--- src/rtl/lc3_ctrl_fsm_pkg.sv ---
// Shared types and encodings for the LC-3 control sequencer.
package lc3_ctrl_pkg;

    typedef enum logic [4:0] {
        S_HALTED,
        S_FETCH_MAR,
        S_FETCH_RD,
        S_FETCH_IR,
        S_DECODE,
        S_ADD,
        S_AND,
        S_NOT,
        S_BR_TAKEN,
        S_JMP,
        S_JSR_LINK,
        S_JSR_JUMP,
        S_LDR_ADDR,
        S_LD_ADDR,
        S_STR_ADDR,
        S_ST_ADDR,
        S_RD_DATA,
        S_LD_WB,
        S_ST_MDR,
        S_WR_DATA,
        S_LEA,
        S_PAUSE1,
        S_PAUSE2
    } state_t;

    localparam logic [3:0] OP_BR   = 4'b0000;
    localparam logic [3:0] OP_ADD  = 4'b0001;
    localparam logic [3:0] OP_LD   = 4'b0010;
    localparam logic [3:0] OP_ST   = 4'b0011;
    localparam logic [3:0] OP_JSR  = 4'b0100;
    localparam logic [3:0] OP_AND  = 4'b0101;
    localparam logic [3:0] OP_LDR  = 4'b0110;
    localparam logic [3:0] OP_STR  = 4'b0111;
    localparam logic [3:0] OP_NOT  = 4'b1001;
    localparam logic [3:0] OP_JMP  = 4'b1100;
    localparam logic [3:0] OP_PSE  = 4'b1101;
    localparam logic [3:0] OP_LEA  = 4'b1110;
    localparam logic [3:0] OP_TRAP = 4'b1111;

    localparam logic [1:0] PCMUX_INC   = 2'b00;
    localparam logic [1:0] PCMUX_ADDER = 2'b10;

    localparam logic [1:0] ADDR2_ZERO  = 2'b00;
    localparam logic [1:0] ADDR2_OFF6  = 2'b01;
    localparam logic [1:0] ADDR2_OFF9  = 2'b10;
    localparam logic [1:0] ADDR2_OFF11 = 2'b11;

    localparam logic [1:0] ALUK_ADD   = 2'b00;
    localparam logic [1:0] ALUK_AND   = 2'b01;
    localparam logic [1:0] ALUK_NOT   = 2'b10;
    localparam logic [1:0] ALUK_PASSA = 2'b11;

endpackage

--- src/rtl/lc3_ctrl_fsm_if.sv ---
// Control bundle between the sequencer (slave side) and the IR/datapath/SRAM (master side).
interface lc3_ctrl_if;
    logic       Run;
    logic       Continue;
    logic [3:0] Opcode;
    logic       IR_5;
    logic       BEN;

    logic       LD_MAR, LD_MDR, LD_IR, LD_BEN, LD_CC, LD_REG, LD_PC, LD_LED;
    logic       GatePC, GateMDR, GateALU, GateMARMUX;
    logic [1:0] PCMUX;
    logic       DRMUX, SR1MUX, SR2MUX, ADDR1MUX;
    logic [1:0] ADDR2MUX;
    logic [1:0] ALUK;
    logic       Mem_CE, Mem_UB, Mem_LB, Mem_OE, Mem_WE;
    logic       Busy;

    modport master (
        output Run, Continue, Opcode, IR_5, BEN,
        input  LD_MAR, LD_MDR, LD_IR, LD_BEN, LD_CC, LD_REG, LD_PC, LD_LED,
        input  GatePC, GateMDR, GateALU, GateMARMUX,
        input  PCMUX, DRMUX, SR1MUX, SR2MUX, ADDR1MUX, ADDR2MUX, ALUK,
        input  Mem_CE, Mem_UB, Mem_LB, Mem_OE, Mem_WE, Busy
    );

    modport slave (
        input  Run, Continue, Opcode, IR_5, BEN,
        output LD_MAR, LD_MDR, LD_IR, LD_BEN, LD_CC, LD_REG, LD_PC, LD_LED,
        output GatePC, GateMDR, GateALU, GateMARMUX,
        output PCMUX, DRMUX, SR1MUX, SR2MUX, ADDR1MUX, ADDR2MUX, ALUK,
        output Mem_CE, Mem_UB, Mem_LB, Mem_OE, Mem_WE, Busy
    );
endinterface

--- src/rtl/lc3_ctrl_fsm_mem_timer.sv ---
// SRAM wait-state timer shared by the read and write states.
// Loads MEM_CYCLES-1 when a memory state is about to be entered, then counts
// down to zero and parks there, so it can never wrap.
module lc3_mem_timer #(
    parameter int MEM_CYCLES = 2
) (
    input  logic i_clk,
    input  logic i_rst_n,
    input  logic i_start,
    output logic o_active,
    output logic o_last
);
    localparam logic [3:0] LOAD_VAL = 4'(MEM_CYCLES - 1);

    logic [3:0] r_cnt;

    // Load on start, otherwise count down and hold at zero.
    always_ff @(posedge i_clk or negedge i_rst_n) begin
        if (!i_rst_n)
            r_cnt <= 4'd0;
        else if (i_start)
            r_cnt <= LOAD_VAL;
        else if (r_cnt != 4'd0)
            r_cnt <= r_cnt - 4'd1;
    end

    assign o_active = (r_cnt != 4'd0);
    assign o_last   = (r_cnt == 4'd0);
endmodule

--- src/rtl/lc3_ctrl_fsm.sv ---
// LC-3 instruction sequencer: Moore FSM driving datapath loads, gates, mux
// selects and the active-low SRAM strobes, with a parametrised wait-state count.
module lc3_ctrl_fsm
    import lc3_ctrl_pkg::*;
#(
    parameter int MEM_CYCLES = 2,
    parameter bit PAUSE_EN   = 1'b1
) (
    input  logic      Clk,
    input  logic      Reset_n,
    lc3_ctrl_if.slave bus
);
    state_t r_state;
    logic   w_start;
    logic   w_active;
    logic   w_last;

    // Every state that is always followed by a memory access arms the timer.
    assign w_start = (r_state == S_FETCH_MAR) || (r_state == S_LDR_ADDR) ||
                     (r_state == S_LD_ADDR)   || (r_state == S_ST_MDR);

    lc3_mem_timer #(.MEM_CYCLES(MEM_CYCLES)) u_timer (
        .i_clk    (Clk),
        .i_rst_n  (Reset_n),
        .i_start  (w_start),
        .o_active (w_active),
        .o_last   (w_last)
    );

    // State register and next-state dispatch.
    always_ff @(posedge Clk or negedge Reset_n) begin
        if (!Reset_n) begin
            r_state <= S_HALTED;
        end else begin
            case (r_state)
                S_HALTED:    if (bus.Run) r_state <= S_FETCH_MAR;
                S_FETCH_MAR: r_state <= S_FETCH_RD;
                S_FETCH_RD:  if (!w_active) r_state <= S_FETCH_IR;
                S_FETCH_IR:  r_state <= S_DECODE;
                S_DECODE: begin
                    case (bus.Opcode)
                        OP_ADD:  r_state <= S_ADD;
                        OP_AND:  r_state <= S_AND;
                        OP_NOT:  r_state <= S_NOT;
                        OP_BR:   r_state <= bus.BEN ? S_BR_TAKEN : S_FETCH_MAR;
                        OP_JMP:  r_state <= S_JMP;
                        OP_JSR:  r_state <= S_JSR_LINK;
                        OP_LDR:  r_state <= S_LDR_ADDR;
                        OP_LD:   r_state <= S_LD_ADDR;
                        OP_STR:  r_state <= S_STR_ADDR;
                        OP_ST:   r_state <= S_ST_ADDR;
                        OP_LEA:  r_state <= S_LEA;
                        OP_PSE:  r_state <= PAUSE_EN ? S_PAUSE1 : S_FETCH_MAR;
                        OP_TRAP: r_state <= S_HALTED;
                        default: r_state <= S_FETCH_MAR;
                    endcase
                end
                S_JSR_LINK:  r_state <= S_JSR_JUMP;
                S_LDR_ADDR,
                S_LD_ADDR:   r_state <= S_RD_DATA;
                S_RD_DATA:   if (!w_active) r_state <= S_LD_WB;
                S_STR_ADDR,
                S_ST_ADDR:   r_state <= S_ST_MDR;
                S_ST_MDR:    r_state <= S_WR_DATA;
                S_WR_DATA:   if (!w_active) r_state <= S_FETCH_MAR;
                S_PAUSE1:    if (bus.Continue) r_state <= S_PAUSE2;
                S_PAUSE2:    if (!bus.Continue) r_state <= S_FETCH_MAR;
                default:     r_state <= S_FETCH_MAR;
            endcase
        end
    end

    assign bus.Mem_CE = 1'b0;
    assign bus.Mem_UB = 1'b0;
    assign bus.Mem_LB = 1'b0;

    // Moore output decode; Halted (the reset state) yields the idle defaults.
    always_comb begin
        bus.LD_MAR     = 1'b0;
        bus.LD_MDR     = 1'b0;
        bus.LD_IR      = 1'b0;
        bus.LD_BEN     = 1'b0;
        bus.LD_CC      = 1'b0;
        bus.LD_REG     = 1'b0;
        bus.LD_PC      = 1'b0;
        bus.LD_LED     = 1'b0;
        bus.GatePC     = 1'b0;
        bus.GateMDR    = 1'b0;
        bus.GateALU    = 1'b0;
        bus.GateMARMUX = 1'b0;
        bus.PCMUX      = PCMUX_INC;
        bus.DRMUX      = 1'b0;
        bus.SR1MUX     = 1'b0;
        bus.SR2MUX     = 1'b0;
        bus.ADDR1MUX   = 1'b0;
        bus.ADDR2MUX   = ADDR2_ZERO;
        bus.ALUK       = ALUK_ADD;
        bus.Mem_OE     = 1'b1;
        bus.Mem_WE     = 1'b1;
        bus.Busy       = (r_state != S_HALTED);
        case (r_state)
            S_FETCH_MAR: begin
                bus.GatePC = 1'b1;
                bus.LD_MAR = 1'b1;
                bus.LD_PC  = 1'b1;
            end
            S_FETCH_RD, S_RD_DATA: begin
                bus.Mem_OE = 1'b0;
                bus.LD_MDR = w_last;
            end
            S_FETCH_IR: begin
                bus.GateMDR = 1'b1;
                bus.LD_IR   = 1'b1;
            end
            S_DECODE: bus.LD_BEN = 1'b1;
            S_ADD, S_AND, S_NOT: begin
                bus.GateALU = 1'b1;
                bus.LD_REG  = 1'b1;
                bus.LD_CC   = 1'b1;
                bus.SR2MUX  = (r_state != S_NOT) && bus.IR_5;
                bus.ALUK    = (r_state == S_ADD) ? ALUK_ADD :
                              (r_state == S_AND) ? ALUK_AND : ALUK_NOT;
            end
            S_BR_TAKEN: begin
                bus.ADDR2MUX = ADDR2_OFF9;
                bus.PCMUX    = PCMUX_ADDER;
                bus.LD_PC    = 1'b1;
            end
            S_JMP: begin
                bus.ADDR1MUX = 1'b1;
                bus.PCMUX    = PCMUX_ADDER;
                bus.LD_PC    = 1'b1;
            end
            S_JSR_LINK: begin
                bus.GatePC = 1'b1;
                bus.DRMUX  = 1'b1;
                bus.LD_REG = 1'b1;
            end
            S_JSR_JUMP: begin
                bus.ADDR2MUX = ADDR2_OFF11;
                bus.PCMUX    = PCMUX_ADDER;
                bus.LD_PC    = 1'b1;
            end
            S_LDR_ADDR, S_STR_ADDR: begin
                bus.ADDR1MUX   = 1'b1;
                bus.ADDR2MUX   = ADDR2_OFF6;
                bus.GateMARMUX = 1'b1;
                bus.LD_MAR     = 1'b1;
            end
            S_LD_ADDR, S_ST_ADDR: begin
                bus.ADDR2MUX   = ADDR2_OFF9;
                bus.GateMARMUX = 1'b1;
                bus.LD_MAR     = 1'b1;
            end
            S_LD_WB: begin
                bus.GateMDR = 1'b1;
                bus.LD_REG  = 1'b1;
                bus.LD_CC   = 1'b1;
            end
            S_ST_MDR: begin
                bus.SR1MUX  = 1'b1;
                bus.ALUK    = ALUK_PASSA;
                bus.GateALU = 1'b1;
                bus.LD_MDR  = 1'b1;
            end
            S_WR_DATA: begin
                bus.Mem_WE  = 1'b0;
                bus.GateMDR = 1'b1;
            end
            S_LEA: begin
                bus.ADDR2MUX   = ADDR2_OFF9;
                bus.GateMARMUX = 1'b1;
                bus.LD_REG     = 1'b1;
                bus.LD_CC      = 1'b1;
            end
            S_PAUSE1, S_PAUSE2: bus.LD_LED = 1'b1;
            default: ;
        endcase
    end
endmodule

--- src/flat_wrapper.sv ---
// flat-port wrapper written by rule: the top's interface ports become plain ports
module lc3_ctrl_fsm_flat import lc3_ctrl_pkg::*;
#(
    parameter int MEM_CYCLES = 2,
    parameter bit PAUSE_EN   = 1'b1
)
  (Clk, Reset_n, bus_Run, bus_Continue, bus_Opcode, bus_IR_5, bus_BEN, bus_LD_MAR, bus_LD_MDR, bus_LD_IR, bus_LD_BEN, bus_LD_CC, bus_LD_REG, bus_LD_PC, bus_LD_LED, bus_GatePC, bus_GateMDR, bus_GateALU, bus_GateMARMUX, bus_PCMUX, bus_DRMUX, bus_SR1MUX, bus_SR2MUX, bus_ADDR1MUX, bus_ADDR2MUX, bus_ALUK, bus_Mem_CE, bus_Mem_UB, bus_Mem_LB, bus_Mem_OE, bus_Mem_WE, bus_Busy);
  lc3_ctrl_if bus_i ();
  input  logic Clk;
  input  logic Reset_n;
  input wire logic [$bits(bus_i.Run)-1:0] bus_Run;
  input wire logic [$bits(bus_i.Continue)-1:0] bus_Continue;
  input wire logic [$bits(bus_i.Opcode)-1:0] bus_Opcode;
  input wire logic [$bits(bus_i.IR_5)-1:0] bus_IR_5;
  input wire logic [$bits(bus_i.BEN)-1:0] bus_BEN;
  output wire logic [$bits(bus_i.LD_MAR)-1:0] bus_LD_MAR;
  output wire logic [$bits(bus_i.LD_MDR)-1:0] bus_LD_MDR;
  output wire logic [$bits(bus_i.LD_IR)-1:0] bus_LD_IR;
  output wire logic [$bits(bus_i.LD_BEN)-1:0] bus_LD_BEN;
  output wire logic [$bits(bus_i.LD_CC)-1:0] bus_LD_CC;
  output wire logic [$bits(bus_i.LD_REG)-1:0] bus_LD_REG;
  output wire logic [$bits(bus_i.LD_PC)-1:0] bus_LD_PC;
  output wire logic [$bits(bus_i.LD_LED)-1:0] bus_LD_LED;
  output wire logic [$bits(bus_i.GatePC)-1:0] bus_GatePC;
  output wire logic [$bits(bus_i.GateMDR)-1:0] bus_GateMDR;
  output wire logic [$bits(bus_i.GateALU)-1:0] bus_GateALU;
  output wire logic [$bits(bus_i.GateMARMUX)-1:0] bus_GateMARMUX;
  output wire logic [$bits(bus_i.PCMUX)-1:0] bus_PCMUX;
  output wire logic [$bits(bus_i.DRMUX)-1:0] bus_DRMUX;
  output wire logic [$bits(bus_i.SR1MUX)-1:0] bus_SR1MUX;
  output wire logic [$bits(bus_i.SR2MUX)-1:0] bus_SR2MUX;
  output wire logic [$bits(bus_i.ADDR1MUX)-1:0] bus_ADDR1MUX;
  output wire logic [$bits(bus_i.ADDR2MUX)-1:0] bus_ADDR2MUX;
  output wire logic [$bits(bus_i.ALUK)-1:0] bus_ALUK;
  output wire logic [$bits(bus_i.Mem_CE)-1:0] bus_Mem_CE;
  output wire logic [$bits(bus_i.Mem_UB)-1:0] bus_Mem_UB;
  output wire logic [$bits(bus_i.Mem_LB)-1:0] bus_Mem_LB;
  output wire logic [$bits(bus_i.Mem_OE)-1:0] bus_Mem_OE;
  output wire logic [$bits(bus_i.Mem_WE)-1:0] bus_Mem_WE;
  output wire logic [$bits(bus_i.Busy)-1:0] bus_Busy;
  assign bus_i.Run = bus_Run;
  assign bus_i.Continue = bus_Continue;
  assign bus_i.Opcode = bus_Opcode;
  assign bus_i.IR_5 = bus_IR_5;
  assign bus_i.BEN = bus_BEN;
  assign bus_LD_MAR = bus_i.LD_MAR;
  assign bus_LD_MDR = bus_i.LD_MDR;
  assign bus_LD_IR = bus_i.LD_IR;
  assign bus_LD_BEN = bus_i.LD_BEN;
  assign bus_LD_CC = bus_i.LD_CC;
  assign bus_LD_REG = bus_i.LD_REG;
  assign bus_LD_PC = bus_i.LD_PC;
  assign bus_LD_LED = bus_i.LD_LED;
  assign bus_GatePC = bus_i.GatePC;
  assign bus_GateMDR = bus_i.GateMDR;
  assign bus_GateALU = bus_i.GateALU;
  assign bus_GateMARMUX = bus_i.GateMARMUX;
  assign bus_PCMUX = bus_i.PCMUX;
  assign bus_DRMUX = bus_i.DRMUX;
  assign bus_SR1MUX = bus_i.SR1MUX;
  assign bus_SR2MUX = bus_i.SR2MUX;
  assign bus_ADDR1MUX = bus_i.ADDR1MUX;
  assign bus_ADDR2MUX = bus_i.ADDR2MUX;
  assign bus_ALUK = bus_i.ALUK;
  assign bus_Mem_CE = bus_i.Mem_CE;
  assign bus_Mem_UB = bus_i.Mem_UB;
  assign bus_Mem_LB = bus_i.Mem_LB;
  assign bus_Mem_OE = bus_i.Mem_OE;
  assign bus_Mem_WE = bus_i.Mem_WE;
  assign bus_Busy = bus_i.Busy;
  lc3_ctrl_fsm #(.MEM_CYCLES(MEM_CYCLES), .PAUSE_EN(PAUSE_EN)) u_core (.Clk(Clk), .Reset_n(Reset_n), .bus(bus_i));
endmodule
--- config.mk ---
export PLATFORM = sky130hd
export DESIGN_NAME = lc3_ctrl_fsm_flat
export DESIGN_NICKNAME = d
export VERILOG_FILES = /design/src/rtl/lc3_ctrl_fsm_pkg.sv /design/src/rtl/lc3_ctrl_fsm_if.sv /design/src/rtl/lc3_ctrl_fsm_mem_timer.sv /design/src/rtl/lc3_ctrl_fsm.sv /design/src/flat_wrapper.sv
export SDC_FILE = /design/constraint.sdc
export NUM_CORES = 1
export LEC_CHECK = 0
export BUFFER_PORTS_ARGS = -buffer_cell sky130_fd_sc_hd__buf_2
export CAP_MARGIN = 30
export CORE_UTILIZATION = 46
export DETAILED_ROUTE_END_ITERATION = 10
export PLACE_DENSITY_LB_ADDON = 0.05
export SLEW_MARGIN = 20
export SYNTH_ARGS = -nofsm -noshare
export SYNTH_HDL_FRONTEND = slang
export SYNTH_SLANG_ARGS = --single-unit
export TNS_END_PERCENT = 10
--- constraint.sdc ---
create_clock -name Clk -period 1.8 [get_ports Clk]
set_input_delay 0.18 -clock Clk [delete_from_list [all_inputs] [get_ports Clk]]
set_output_delay 0.18 -clock Clk [all_outputs]
set_load 0.03 [all_outputs]
==> impl_results.html <==
<table>
<tr><th>Metric</th><th>Value</th></tr>
<tr><th colspan="2">Routing</th></tr>
<tr><td>Detail-routed via count per cell</td><td>approximately 5.5</td></tr>
<tr><td>Number of violations reported at the end of detailed-routing iteration 0</td><td>25</td></tr>
<tr><td>Final wirelength</td><td>between 3000 and 4000 um</td></tr>
<tr><td>Pre-antenna DRT Iters</td><td>4</td></tr>
<tr><td>Total vias in the final route</td><td>between 1k and 1.5k</td></tr>
<tr><td>Number of remaining DRC errors</td><td>0</td></tr>
<tr><td>Routed wire per std cell</td><td>roughly 14 um</td></tr>
<tr><td>Routed Antenna Nets</td><td>0</td></tr>
<tr><th colspan="2">Yosys</th></tr>
<tr><td>Combinational family with the most area after synthesis</td><td>simple AND/OR/NAND/NOR gates</td></tr>
<tr><td>Xor-xnor portion of the synthesized cell area</td><td>0.0295</td></tr>
<tr><td>Count of unique library cells instantiated by Yosys</td><td>49</td></tr>
<tr><td>Post-synthesis share of cell area spent on and, or, nand and nor gates</td><td>0.364</td></tr>
<tr><td>Number of warnings printed during yosys synthesis</td><td>0</td></tr>
<tr><td>Compound-Gate Fraction of Synth Area</td><td>0.250</td></tr>
<tr><td>Flop and latch count out of synthesis</td><td>9</td></tr>
<tr><td>Flip-flop cell with the highest count after synthesis</td><td>sky130_fd_sc_hd__dfrtp_1</td></tr>
<tr><td>Post-Synthesis Cell Area</td><td>1190 um^2</td></tr>
<tr><td>Fraction of the yosys area taken by sequential cells</td><td>0.190</td></tr>
<tr><td>Synth Area per Inst</td><td>around 6.9 um^2</td></tr>
<tr><td>Synthesized-area fraction occupied by adder cells</td><td>0.0211</td></tr>
<tr><td>Share of flip-flops with an asynchronous set or reset after synthesis</td><td>1.00</td></tr>
<tr><td>Mux share of post-synthesis cell area</td><td>0.0474</td></tr>
<tr><td>Cells after Synth</td><td>between 150 and 200</td></tr>
<tr><td>Count of flip-flops with a built-in enable after synthesis</td><td>0</td></tr>
<tr><th colspan="2">Timing</th></tr>
<tr><td>Final number of hold-violating endpoints</td><td>0</td></tr>
<tr><td>Post-route minimum period</td><td>about 1900 ps</td></tr>
<tr><td>Portion of the clock cycle consumed by the worst path in the final layout</td><td>1.04</td></tr>
<tr><td>Slew @ Worst Pin</td><td>around 560 ps</td></tr>
<tr><td>TNS Setup</td><td>-218 ps</td></tr>
<tr><td>Final-report max-slew violation count</td><td>0</td></tr>
<tr><td>Post-Route Skew</td><td>2.01 ps</td></tr>
<tr><td>Maximum operating frequency</td><td>533 MHz</td></tr>
<tr><td>Final count of negative-setup-slack endpoints</td><td>7</td></tr>
<tr><td>Slew HR</td><td>0.625</td></tr>
<tr><td>Worst Hold Margin</td><td>295 ps</td></tr>
<tr><td>Unrepaired setup endpoints after global routing</td><td>yes</td></tr>
<tr><td>Worst Setup Slack, final</td><td>-76.8 ps</td></tr>
<tr><th colspan="2">Clock tree</th></tr>
<tr><td>Number of H-tree branching levels</td><td>1</td></tr>
<tr><td>TritonCTS Buffers</td><td>3</td></tr>
<tr><td>Buffer levels on the longest clock path</td><td>2</td></tr>
<tr><td>TritonCTS clock tree</td><td>built</td></tr>
<tr><td>TritonCTS sink count</td><td>9</td></tr>
<tr><td>CTS Root Buffer Type</td><td>sky130_fd_sc_hd__clkbuf_4</td></tr>
<tr><td>Clock transition at the registers of the reported paths</td><td>about 70 ps</td></tr>
<tr><td>Clock insertion delay at the later pin of the skew report</td><td>~260 ps</td></tr>
<tr><th colspan="2">Floorplan</th></tr>
<tr><td>Die ar.</td><td>2790 um^2</td></tr>
<tr><td>Number of I/O pins</td><td>38</td></tr>
<tr><td>Initial Utilization</td><td>0.484</td></tr>
<tr><td>Cell row count</td><td>18</td></tr>
<tr><td>DIE WIDTH</td><td>52.8 um</td></tr>
<tr><td>DIE HEIGHT</td><td>52.8 um</td></tr>
<tr><td>Placeable Area</td><td>~2500 um^2</td></tr>
<tr><th colspan="2">Pwr</th></tr>
<tr><td>Standby leakage power</td><td>approximately 0.76 nW</td></tr>
<tr><td>Power density cells</td><td>between 1500 and 2000 nW/um^2</td></tr>
<tr><td>Internal Pwr Total</td><td>1.53 mW</td></tr>
<tr><td>Switching fraction of total power</td><td>0.523</td></tr>
<tr><td>Switching component of the power</td><td>about 1.7 mW</td></tr>
<tr><td>Tot Pwr</td><td>roughly 3.2 mW</td></tr>
<tr><td>Peak supply drop</td><td>1.44 mV</td></tr>
<tr><td>Proportion of power drawn by combinational gates</td><td>0.836</td></tr>
<tr><td>Relative contribution of the clock network to total power</td><td>0.049</td></tr>
<tr><td>Sequential Power Share</td><td>0.115</td></tr>
<tr><th colspan="2">Worst setup path</th></tr>
<tr><td>Element type at the critical path start</td><td>flip-flop</td></tr>
<tr><td>Largest fanout on the critical path</td><td>11</td></tr>
<tr><td>Sort of element at the end of the critical path</td><td>primary output</td></tr>
<tr><td>Start of the worst register-to-register path</td><td>u_core.r_state[1]</td></tr>
<tr><td>Worst endpoint data arrival time</td><td>between 1500 and 2000 ps</td></tr>
<tr><td>Worst EP required</td><td>1620 ps</td></tr>
<tr><td>Beginning of the critical path</td><td>u_core.r_state[1]</td></tr>
<tr><td>Critical path type</td><td>flip-flop to primary output</td></tr>
<tr><th colspan="2">Run status</th></tr>
<tr><td>Result of the run</td><td>finished with violations</td></tr>
<tr><td>Violations in the final reports</td><td>negative setup slack</td></tr>
<tr><th colspan="2">Final layout</th></tr>
<tr><td>Layout overhead on the synthesized area</td><td>39.4%</td></tr>
<tr><td>Combined flip-flop and latch cell area</td><td>226 um^2</td></tr>
<tr><td>Final instance count without filler cells</td><td>~250</td></tr>
<tr><td>Area occupied by multi-input gates</td><td>933 um^2</td></tr>
<tr><td>Antenna cell count</td><td>0</td></tr>
<tr><td>Utilization after layout</td><td>0.674</td></tr>
<tr><td>Fraction of layout cells with a size suffix above 1</td><td>0.385</td></tr>
<tr><td>Fillers</td><td>approximately 230</td></tr>
<tr><td>Net count of the finished layout</td><td>roughly 230</td></tr>
<tr><th colspan="2">Global route</th></tr>
<tr><td>GRT Total Usage</td><td>0.269</td></tr>
<tr><td>Initial antenna violation count</td><td>0</td></tr>
<tr><td>Global-route wire length before repair</td><td>~5500 um</td></tr>
<tr><td>Number of global-route vias before repair</td><td>~1.2k</td></tr>
<tr><td>Remaining Overflow, GRT</td><td>0</td></tr>
<tr><td>Largest net degree at the start of global routing</td><td>21</td></tr>
<tr><th colspan="2">Job</th></tr>
<tr><td>Total of max-cap violations</td><td>0</td></tr>
<tr><th colspan="2">Min path</th></tr>
<tr><td>Worst hold path type</td><td>input pin to asynchronous set/reset pin</td></tr>
<tr><th colspan="2">Placed design</th></tr>
<tr><td>Weighted congestion at the end of routability-driven global placement</td><td>0.878</td></tr>
<tr><td>Total placed cells including tap cells</td><td>239</td></tr>
<tr><td>Placed wire-length estimate</td><td>2500 um</td></tr>
<tr><td>Number of port buffers</td><td>33</td></tr>
</table>
[metal layers]
layer / global-route usage / wire length [um] / vias up / part of all wire
li1: - / - / 698 / -
met1: 0.358 / 1520 / 636 / 0.44
met2: 0.456 / 1750 / 47 / 0.50
met3: 0.0174 / 178 / 4 / 0.051
met5: 0 / 0 / - / 0
met4: 0.0877 / 30 / 0 / 0.0086
[flip-flops by register name, indices dropped and copies added, names as in the netlist]
register              count
u_core.r_state            5
u_core.u_timer.r_cnt      4
[power groups by stage]
stage | combinational [mW] | clock [mW] | sequential, mW
3_3_place_gp | 2.29 | 0 | 0.353
4_1_cts | 2.52 | 0.162 | 0.357
3_5_place_dp | 2.31 | 0 | 0.356
6_report | 2.68 | 0.157 | 0.370
5_1_grt | 2.89 | 0.176 | 0.380
2_1_floorplan | 1.69 | 0 | 0.329
[worst paths after layout]
check	end	slack [ps]	depth (start not counted)
max	bus_SR2MUX	-80	6
min	u_core.r_state[1]	300	2
max reg2reg	u_core.r_state[0]	-30	6
min reg2reg	u_core.u_timer.r_cnt[2]	640	2
max in group asynchronous	u_core.r_state[4]	1320	2
min in group Clk	u_core.r_state[3]	310	4
[layout make-up]
| cell class | instances | share of cell area |
|---|---|---|
| Sequential cell | 9 | 0.137 |
| Clock buffer | 3 | 0.0136 |
| Tap cell | 30 | 0.0227 |
| Timing Repair Buffer | 59 | 0.246 |
| Clock inverter | 1 | 0.00302 |
| Multi-Input combinational cell | 143 | 0.564 |
| Inverter | 6 | 0.0136 |
[kinds of logic after synthesis]
| logic type | count (synthesis) |
|---|---|
| other cells | 1 |
| simple gates | 83 |
| compound gates | 45 |
| fa+ha+maj | 2 |
| mux | 5 |
| buf+inv | 24 |
| xor+xnor | 4 |
| flops | 9 |
[repair_timing]
| item | in CTS | in global routing |
|---|---|---|
| endpoints found under the setup margin | 11 | 17 |
| hold buffers | 1 | 0 |
| hold endpoints to repair | 9 | 0 |
| resized for setup | 16 | 19 |
| setup buffers | 6 | 1 |
| pin swaps | 2 | 2 |
[per-stage QoR]
stage               setup WS (ps)  instance area [um^2]
finish                      -76.8                  1660
global route                 -165                  1660
CTS                         -53.1                  1590
detailed placement           5.03                  1460
global placement             21.8                  1460
floorplan                    -142                  1210
[worst max-delay path, stage by stage (launching register included)]
cell                      delay (ps)
sky130_fd_sc_hd__dfrtp_1         420
sky130_fd_sc_hd__buf_4           200
sky130_fd_sc_hd__nor2b_2         130
sky130_fd_sc_hd__buf_4           160
sky130_fd_sc_hd__o21ai_1          90
sky130_fd_sc_hd__nor3b_1         220
sky130_fd_sc_hd__buf_4           200
[placed cells by master (no fill, tap or decap), types with 2 or more instances in the layout]
cell type	n
sky130_fd_sc_hd__nor2b_1	4
sky130_fd_sc_hd__xnor2_1	3
sky130_fd_sc_hd__dfrtp_1	8
sky130_fd_sc_hd__inv_2	3
sky130_fd_sc_hd__o22ai_1	3
sky130_fd_sc_hd__nor3_1	8
sky130_fd_sc_hd__o21ai_0	4
sky130_fd_sc_hd__a2bb2oi_1	2
sky130_fd_sc_hd__clkbuf_4	4
sky130_fd_sc_hd__nor2_1	23
sky130_fd_sc_hd__mux2i_1	3
sky130_fd_sc_hd__a41oi_1	2
sky130_fd_sc_hd__conb_1	4
sky130_fd_sc_hd__buf_4	27
sky130_fd_sc_hd__nor4_2	2
sky130_fd_sc_hd__nand2_1	15
sky130_fd_sc_hd__a21oi_1	18
sky130_fd_sc_hd__buf_6	6
sky130_fd_sc_hd__nor2_2	3
sky130_fd_sc_hd__nand2b_1	12
sky130_fd_sc_hd__inv_1	3
sky130_fd_sc_hd__o21ai_1	4
sky130_fd_sc_hd__buf_2	24
[cell usage after synthesis, types with 4 or more instances]
library cell | number | area share
sky130_fd_sc_hd__a21oi_1 | 18 | 0.076
sky130_fd_sc_hd__buf_2 | 4 | 0.017
sky130_fd_sc_hd__buf_4 | 5 | 0.032
sky130_fd_sc_hd__clkbuf_1 | 6 | 0.019
sky130_fd_sc_hd__dfrtp_1 | 9 | 0.19
sky130_fd_sc_hd__inv_1 | 5 | 0.016
sky130_fd_sc_hd__nand2_1 | 15 | 0.047
sky130_fd_sc_hd__nand2b_1 | 13 | 0.068
sky130_fd_sc_hd__nor2_1 | 25 | 0.079
sky130_fd_sc_hd__nor2b_1 | 6 | 0.032
sky130_fd_sc_hd__nor3_1 | 8 | 0.034
sky130_fd_sc_hd__o21ai_0 | 7 | 0.030
Note: power is estimated with default switching activity, not from simulation.
